## src/rtl/johnson_pkg.sv

```systemverilog
// Shared constants and types for consumers of the 4-stage Johnson counter.
//   JOHNSON_N   : number of Johnson stages
//   PH          : number of legal phases (2*JOHNSON_N)
//   IDX_W       : width of a binary phase index
//   phase_idx_t : binary phase index type
package johnson_pkg;

  localparam int unsigned JOHNSON_N = 4;
  localparam int unsigned PH        = 2 * JOHNSON_N;
  localparam int unsigned IDX_W     = $clog2(PH);

  typedef logic [IDX_W-1:0] phase_idx_t;

endpackage

```

## src/rtl/johnson_code_lut.sv

```systemverilog
// Combinational Johnson-code decoder, usable by any Johnson-state consumer.
// Ports:
//   jq_r  : Johnson state, bit0 = q1
//   idx   : binary phase index (0 when the code is illegal)
//   legal : jq_r is one of the 2*N legal Johnson codes
module johnson_code_lut
  import johnson_pkg::*;
#(
  parameter int unsigned N = JOHNSON_N
) (
  input  logic [N-1:0]           jq_r,
  output logic [$clog2(2*N)-1:0] idx,
  output logic                   legal
);

  localparam int unsigned IW = $clog2(2 * N);
  localparam logic [N-1:0] Ones = '1;

  always_comb begin
    idx   = '0;
    legal = 1'b0;
    // Fill phase: k ones packed from bit0 -> index k (k = 0..N).
    for (int k = 0; k <= N; k++) begin
      if (jq_r == (Ones >> (N - k))) begin
        idx   = IW'(k);
        legal = 1'b1;
      end
    end
    // Drain phase: k zeros packed from bit0 -> index N+k (k = 1..N-1).
    for (int k = 1; k < N; k++) begin
      if (jq_r == (Ones << k)) begin
        idx   = IW'(N + k);
        legal = 1'b1;
      end
    end
  end

endmodule

```

## src/rtl/johnson_phase_decode.sv

```systemverilog
// Phase decoder for a Johnson counter. Captures the counter state, decodes it
// into a registered one-hot phase and binary index, counts full rotations and
// flags illegal codes and out-of-order transitions. Latency jq -> phase is 2.
// Optional: define JPD_STALL_DETECT_EN to flag a phase held STALL_MAX cycles;
// otherwise stall_err is tied low.
// Ports:
//   clk, rst    : clock, asynchronous active-high reset
//   jq          : Johnson counter state (bit0 = q1)
//   err_clr     : synchronous clear of the sticky error flags
//   phase       : one-hot phase, zero on an illegal code
//   phase_idx   : binary phase index, holds over illegal codes
//   valid       : phase/phase_idx hold a legal decode
//   rot_pulse   : one-cycle pulse on the last-phase -> phase-0 wrap
//   rot_cnt     : completed rotations, wrapping
//   illegal_err : sticky, non-Johnson code seen
//   seq_err     : sticky, legal code out of sequence
//   stall_err   : sticky, phase held too long
module johnson_phase_decode
  import johnson_pkg::*;
#(
  parameter int unsigned N         = JOHNSON_N,
  parameter int unsigned CNT_W     = 8,
  parameter int unsigned STALL_MAX = 16
) (
  input  logic                   clk,
  input  logic                   rst,
  input  logic [N-1:0]           jq,
  input  logic                   err_clr,
  output logic [2*N-1:0]         phase,
  output logic [$clog2(2*N)-1:0] phase_idx,
  output logic                   valid,
  output logic                   rot_pulse,
  output logic [CNT_W-1:0]       rot_cnt,
  output logic                   illegal_err,
  output logic                   seq_err,
  output logic                   stall_err
);

  localparam int unsigned NPH = 2 * N;
  localparam int unsigned IW  = $clog2(NPH);

  if (STALL_MAX < 1) begin : g_bad_stall_max
    $error("STALL_MAX must be at least 1");
  end

  logic [N-1:0]  jq_r;
  logic          prev_valid;
  logic [IW-1:0] prev_idx;

  logic [IW-1:0]  dec_idx;
  logic           dec_legal;
  logic [IW-1:0]  prev_next;
  logic           seq_chk;
  logic           is_hold;
  logic           is_step;
  logic           seq_bad;
  logic           is_rot;
  logic [NPH-1:0] phase_dec;

  johnson_code_lut #(
    .N (N)
  ) u_lut (
    .jq_r  (jq_r),
    .idx   (dec_idx),
    .legal (dec_legal)
  );

  always_comb begin
    prev_next = (prev_idx == IW'(NPH - 1)) ? '0 : prev_idx + 1'b1;
    // Only a legal code following a legal code is order-checked.
    seq_chk   = prev_valid & dec_legal;
    is_hold   = seq_chk & (dec_idx == prev_idx);
    is_step   = seq_chk & (dec_idx == prev_next);
    seq_bad   = seq_chk & ~is_hold & ~is_step;
    is_rot    = seq_chk & (prev_idx == IW'(NPH - 1)) & (dec_idx == '0);
    phase_dec = dec_legal ? (NPH'(1) << dec_idx) : '0;
  end

  always_ff @(posedge clk or posedge rst) begin
    if (rst) begin
      jq_r        <= '0;
      prev_valid  <= 1'b0;
      prev_idx    <= '0;
      phase       <= '0;
      phase_idx   <= '0;
      valid       <= 1'b0;
      rot_pulse   <= 1'b0;
      rot_cnt     <= '0;
      illegal_err <= 1'b0;
      seq_err     <= 1'b0;
    end else begin
      jq_r       <= jq;
      prev_valid <= dec_legal;
      prev_idx   <= dec_idx;
      phase      <= phase_dec;
      valid      <= dec_legal;
      if (dec_legal) begin
        phase_idx <= dec_idx;
      end
      rot_pulse <= is_rot;
      if (is_rot) begin
        rot_cnt <= rot_cnt + 1'b1;
      end
      // New errors win over a simultaneous clear.
      illegal_err <= ~dec_legal | (illegal_err & ~err_clr);
      seq_err     <= seq_bad | (seq_err & ~err_clr);
    end
  end

`ifdef JPD_STALL_DETECT_EN
  localparam int unsigned HoldW = $clog2(STALL_MAX + 1);

  logic [HoldW-1:0] hold_cnt;
  logic [HoldW-1:0] hold_cnt_d;

  // Counts the cycles the current legal phase has been present; the arrival
  // cycle counts as one so that STALL_MAX consecutive samples trip the flag.
  always_comb begin
    hold_cnt_d = '0;
    if (dec_legal) begin
      if (is_hold) begin
        hold_cnt_d = (hold_cnt == HoldW'(STALL_MAX)) ? hold_cnt : hold_cnt + 1'b1;
      end else begin
        hold_cnt_d = HoldW'(1);
      end
    end
  end

  always_ff @(posedge clk or posedge rst) begin
    if (rst) begin
      hold_cnt  <= '0;
      stall_err <= 1'b0;
    end else begin
      hold_cnt  <= hold_cnt_d;
      stall_err <= (hold_cnt_d == HoldW'(STALL_MAX)) | (stall_err & ~err_clr);
    end
  end
`else
  assign stall_err = 1'b0;
`endif

endmodule

```

## config.mk

```make
export PLATFORM = sky130hd
export DESIGN_NAME = johnson_phase_decode
export DESIGN_NICKNAME = d
export VERILOG_FILES = /design/src/rtl/johnson_pkg.sv /design/src/rtl/johnson_code_lut.sv /design/src/rtl/johnson_phase_decode.sv
export SDC_FILE = /design/constraint.sdc
export NUM_CORES = 1
export LEC_CHECK = 0
export BUFFER_PORTS_ARGS = -buffer_cell sky130_fd_sc_hd__buf_2
export CAP_MARGIN = 20
export CELL_PAD_IN_SITES_DETAIL_PLACEMENT = 1
export CELL_PAD_IN_SITES_GLOBAL_PLACEMENT = 2
export CORE_MARGIN = 2
export CORE_UTILIZATION = 36
export DETAILED_ROUTE_END_ITERATION = 10
export PLACE_DENSITY = 0.77
export SYNTH_ARGS = -nofsm -noshare
export SYNTH_HDL_FRONTEND = slang
export SYNTH_SLANG_ARGS = --single-unit
```

## constraint.sdc

```tcl
create_clock -name clk -period 3.35 [get_ports clk]
set_clock_uncertainty 0.2 [all_clocks]
set_input_delay 0.67 -clock clk [delete_from_list [all_inputs] [get_ports clk]]
set_output_delay 0.67 -clock clk [all_outputs]
set_load 0.01 [all_outputs]
```

=== Word-level counts from Yosys, hierarchy flattened ===
Index checks and enable logic that the tools add are counted.

* Add/subtract/negate cells: 2
* Equal/unequal tests: 10
* Shift-type cells: 1
* Multiplexer cells: 17
* Bitwise logic cells: 15
* Reduce and logical (&&, ||, !) cells: 2

{| class="wikitable"
|+ Operators by type and width
! cell !! number
|-
| $eq 4x4->1 const B || 4
|-
| $mux 3 || 5
|-
| $and 1x1->1 || 9
|-
| $mux 1 || 9
|-
| $add 8x1->8 const B || 1
|-
| $mux 8 || 1
|-
| $shl 1x3->8 const A || 1
|-
| $eq 3x3->1 || 2
|-
| $eq 4x1->1 const B || 1
|-
| $eq 4x2->1 const B || 1
|-
| $eq 4x3->1 const B || 1
|-
| $logic_not 4->1 || 1
|-
| $mux 2 || 2
|-
| $not 1->1 || 4
|-
| $add 3x1->3 const B || 1
|-
| $eq 3x3->1 const B || 1
|-
| $logic_not 3->1 || 1
|-
| $or 1x1->1 || 2
|}

* Bits in registers: 30
* Input port bits: 7
* Output and inout bits: 24

=== Depth between registers and ports, before layout ===
* Depth in word-level cells: 15
* Mapped depth: 7

=== By module ===
A second synthesis with hierarchy kept.

* Cells, all modules: 99
* Area, all modules: 1248.7 um^2

{| class="wikitable"
|+ By module, submodules not included
! module !! instances !! cells each !! area an instance (um^2)
|-
| johnson_phase_decode || 1 || 88 || 1163.6
|-
| johnson_code_lut || 1 || 11 || 85.1
|}

=== Worst setup path after synthesis ===
No wires, ideal clock.

* Path type: register to register
* Start point: register prev_idx[0]
* End point: register seq_err
* Setup time: 0.124 ns
* Arrival: 1.653 ns
* Data required time: 3.026 ns
* Slack: 1.373 ns
* Stages on the path, launching flop included: 8
* Path buffers: 0
* Period minus slack after synthesis: 1.977 ns
* Path through: dfrtp_1 -> ha_1 -> ha_1 -> nor4bb_1 -> o21ai_0 -> a311o_1 -> o211ai_1 -> a2bb2oi_2

* Word-level cells in the longest chain between the ends: 7
* Elaborated cells on any way between the ends: 12
* Classes of those cells: add/sub: 1; eq/ne: 3; mux: 1; bitwise: 7

{| class="wikitable"
|+ RTL lines
! what !! RTL line !! text
|-
| from (decl) || johnson_phase_decode.sv:48 || <nowiki>logic [IW-1:0] prev_idx;</nowiki>
|-
| from (signal assigned) || johnson_phase_decode.sv:94 || <nowiki>prev_idx <= dec_idx;</nowiki>
|-
| $add 3x1->3 or $eq 3x3->1 (tied branches) || johnson_phase_decode.sv:69 || <nowiki>prev_next = (prev_idx == IW'(NPH - 1)) ? '0 : prev_idx + 1'b1;</nowiki>
|-
| $mux 3 || johnson_phase_decode.sv:69 ||
|-
| $eq 3x3->1 || johnson_phase_decode.sv:73 || <nowiki>is_step = seq_chk & (dec_idx == prev_next);</nowiki>
|-
| $and 1x1->1 || johnson_phase_decode.sv:73 ||
|-
| $not 1->1 || johnson_phase_decode.sv:74 || <nowiki>seq_bad = seq_chk & ~is_hold & ~is_step;</nowiki>
|-
| $and 1x1->1 * || johnson_phase_decode.sv:74 ||
|-
| $or 1x1->1 * || johnson_phase_decode.sv:106 || <nowiki>seq_err <= seq_bad | (seq_err & ~err_clr);</nowiki>
|-
| to (signal assigned) || johnson_phase_decode.sv:106 ||
|-
| to (decl) || johnson_phase_decode.sv:35 || <nowiki>output logic seq_err,</nowiki>
|}

Mark *: on every way between the ends. The rest lies on a longest branch, timed or not.
A chain may end at the register's enable or synchronous reset.

=== Worst setup path after layout ===
* Start point: register jq_r[1]
* End point: register rot_cnt[7]

* Word-level cells in the longest chain between the ends: 12
* Elaborated cells on any way between the ends: 27
* Classes of those cells: eq/ne: 7; mux: 15; bitwise: 3; reduce/logical: 2

{| class="wikitable"
|+ RTL lines
! what !! RTL line !! text
|-
| from (decl) || johnson_phase_decode.sv:46 || <nowiki>logic [N-1:0] jq_r;</nowiki>
|-
| from (signal assigned) || johnson_phase_decode.sv:92 || <nowiki>jq_r <= jq;</nowiki>
|-
| $logic_not 4->1 || johnson_code_lut.sv:24 || <nowiki>if (jq_r == (Ones >> (N - k))) begin</nowiki>
|-
| $mux 1 (5 in a row) || johnson_code_lut.sv:24 ||
|-
| $mux 1 (3 in a row) || johnson_code_lut.sv:31 || <nowiki>if (jq_r == (Ones << k)) begin</nowiki>
|-
| $and 1x1->1 || johnson_phase_decode.sv:71 || <nowiki>seq_chk = prev_valid & dec_legal;</nowiki>
|-
| $and 1x1->1 || johnson_phase_decode.sv:75 || <nowiki>is_rot = seq_chk & (prev_idx == IW'(NPH - 1)) & (dec_idx == '0);</nowiki>
|-
| $and 1x1->1 * || johnson_phase_decode.sv:75 ||
|-
| to (signal assigned) || johnson_phase_decode.sv:102 || <nowiki>rot_cnt <= rot_cnt + 1'b1;</nowiki>
|-
| to (decl) || johnson_phase_decode.sv:33 || <nowiki>output logic [CNT_W-1:0] rot_cnt,</nowiki>
|}

Marks and branches as above.

==> out/results.tsv <==
metric	value	unit
crit_path_end_kind	flop	
setup_viol	0	
grt_usage	14.8	%
clockBufferDepth	2	
crit_type	flop to flop	
max_stage_delay	610	ps
muxShareOfSynthArea	0.809	%
grt_pass1_wl	4.76	mm
drive_gt1_share	31.1	%
status	completed	
leakagePower	0.858	nW
place_congestion	0.758	
cts_buffers	5	
syn_to_final_growth	19.1	%
hpwl	2.00	mm
grt_overflow	0	
synth_top_cell_area_share	53.9	%
num_vias	962	
synth_edf_count	0	
drv_slew	0	
syn_area	1390	sq um
clock_sinks	30	
synthCells	120	
wl_per_cell	13.8	microns
core	3690	sq um
die_h	66.2	microns
critical_path.startpoint_type	flop	
cts_tree	done	
clk_pin_slew	70	ps
pre_cts_slack	1110	ps
async_reset_ff_share	100	%
max_slew_margin	57.5	%
antenna_cells	0	
path_cells	nor4_2 > and3_1 > and4_1 > nand3_1 > xnor2_1	
h-tree-depth	2	
holdBufCountCts	0	
drc_errors	0	
nNetsFinal	160	
fp-row-count	22	
yosysUniqueCellTypes	42	
finalSetupTns	0	ps
avgSynthCellArea	11.6	sq um
setup_slack	1140	ps
crit_required	3320	ps
ys_seq_area_share	53.9	%
num-fill-cells	423	
min-delay-path-class	input port to asynchronous set/reset pin	
final_hold_viol_count	0	
synth_area_leaders	dfrtp_1 (54%), xnor2_1 (5.0%), ha_1 (2.7%)	
viasPerCell	4.83	
dieArea	4380	sq um
synth_top_family_by_area	simple AND/OR/NAND/NOR gates	
grt_antenna_before_repair	0	
crit_family	simple AND/OR/NAND/NOR gates	
cts_resized	0	
drtIter0Drc	32	
synth-main-ff-cell	dfrtp_1	
worst_skew_pair.late_latency	280	ps
synth_most_common_cell	dfrtp_1	
rsz0062_at_grt	no	
ys_warn_count	0	
ios	31	
grt_pass1_vias	1013	
post-cts-setup-buffers	0	
first_pass_iters	4	
cap_viol_max_count	0	
post-route-period-util	66.1	%
start_util	37.8	%
peakVddDrop	0.000305	V
synth_common_cells	dfrtp_1 (30), nand2_1 (8), xnor2_1 (8)	
post_synth_fa_ha_maj_area_fraction	2.70	%
fmax	0.452	GHz
tightest_slew	638	ps
port_buffers	29	
synth_xor_area_share	6.92	%
routed_wl	2.74	mm
crit_fanout	20	
grt_max_degree	31	
layout_min_cycle_time	2210	ps
ant_nets	0	
power_density	479	nW/um^2
slowest_stage	dfrtp_1	
synth_top_cell_by_area	dfrtp_1	
path_buf_inv	0	
yosys.area_share.simple	19.9	%
cts_root_buffer	clkbuf_8	
worstPathArrival	2190	ps
syn_nets	130	
synth_compound_area_share	10.6	%
die_x	66.2	microns
ys_seq_elements	30	
## per-layer routing
layer / up-vias / routed length, microns / share of wire, % / GRT usage [%]
met2: 21 / 1270 / 46 / 22.5
met3: 0 / 134 / 4.9 / 6.13
met5: - / 0 / 0 / 0
li1: 474 / - / - / -
met4: 0 / 0 / 0 / 4.59
met1: 467 / 1340 / 49 / 19.0
## power by group
group	leakage [nW]	internal (W)	switching, W
Sequential	0.393	0.000380	0.0000214
Clock	0.0472	0.000165	0.000135
Combinational	0.418	0.0000434	0.0000502
## area by class of cell
type,instances,area [sq um],area share (%)
Timing Repair Buffer,30,153,9.20
Inverter,7,26.3,1.58
Sequential cell,30,751,45.2
Tap cell,48,60.1,3.62
Clock buffer,6,82.6,4.98
Multi-Input combinational cell,76,574,34.6
Clock inverter,2,12.5,0.754
## cells by family after synthesis
logic type	Yosys count
AO/OA/AOI/OAI	16
XOR/XNOR	11
adder cells (fa/ha/maj)	3
buffers and inverters	14
flip-flops	30
multiplexers	1
other	1
AND/OR/NAND/NOR	44
## worst register-to-register path: stages, from the launching register on
cell and delay, ps:
dfrtp_1 610, nor4_2 410, and3_1 350, and4_1 290, nand3_1 110, xnor2_1 130
## state kept, by name, indices dropped and copies added, names as in the netlist
signal and flops:
prev_idx 3, seq_err 1, prev_valid 1, jq_r 4
rot_cnt 8, phase_idx 3, rot_pulse 1, illegal_err 1
phase 8
## cells in the final DEF, fill, tap and decap left out, types with 2 or more instances in the layout
master,n
dfrtp_1,30
buf_2,29
xnor2_1,8
nand2_1,8
inv_1,7
nor2b_1,6
nor2_1,6
clkbuf_8,6
xor2_1,3
nand3_1,3
nor3_1,3
nor3b_1,3
o21ai_0,3
ha_1,3
and3_1,2
and4_1,2
o211ai_1,2
## path summary, 6_finish.rpt
path / start / endpoint / slack, ps / cells past startpoint
setup / recovery: jq_r[1] / rot_cnt[7] / 1140 / 5
setup reg to reg: jq_r[1] / rot_cnt[7] / 1140 / 5
hold reg to reg: rot_cnt[7] / rot_cnt[7] / 270 / 1
min in group clk: rot_cnt[7] / rot_cnt[7] / 270 / 1
hold / removal: rst / rot_cnt[5] / 250 / 3
max in group asynchronous: rst / prev_idx[1] / 2430 / 3
## per-stage QoR
step | instances | power [W] | area, sq um | hold slack [ps] | utilization, %
after floorplan | 120 | 0.000473 | 1390 | 223 | -
after global placement | 191 | 0.000501 | 1560 | 254 | 42.4
after detailed placement | 191 | 0.000504 | 1560 | 261 | 42.4
after CTS | 199 | 0.000805 | 1660 | 253 | 45.0
after global routing | 199 | 0.000837 | 1660 | 271 | 45.0
final | 199 | 0.000794 | 1660 | 245 | 45.0
Power figures use the tool's default switching activity.
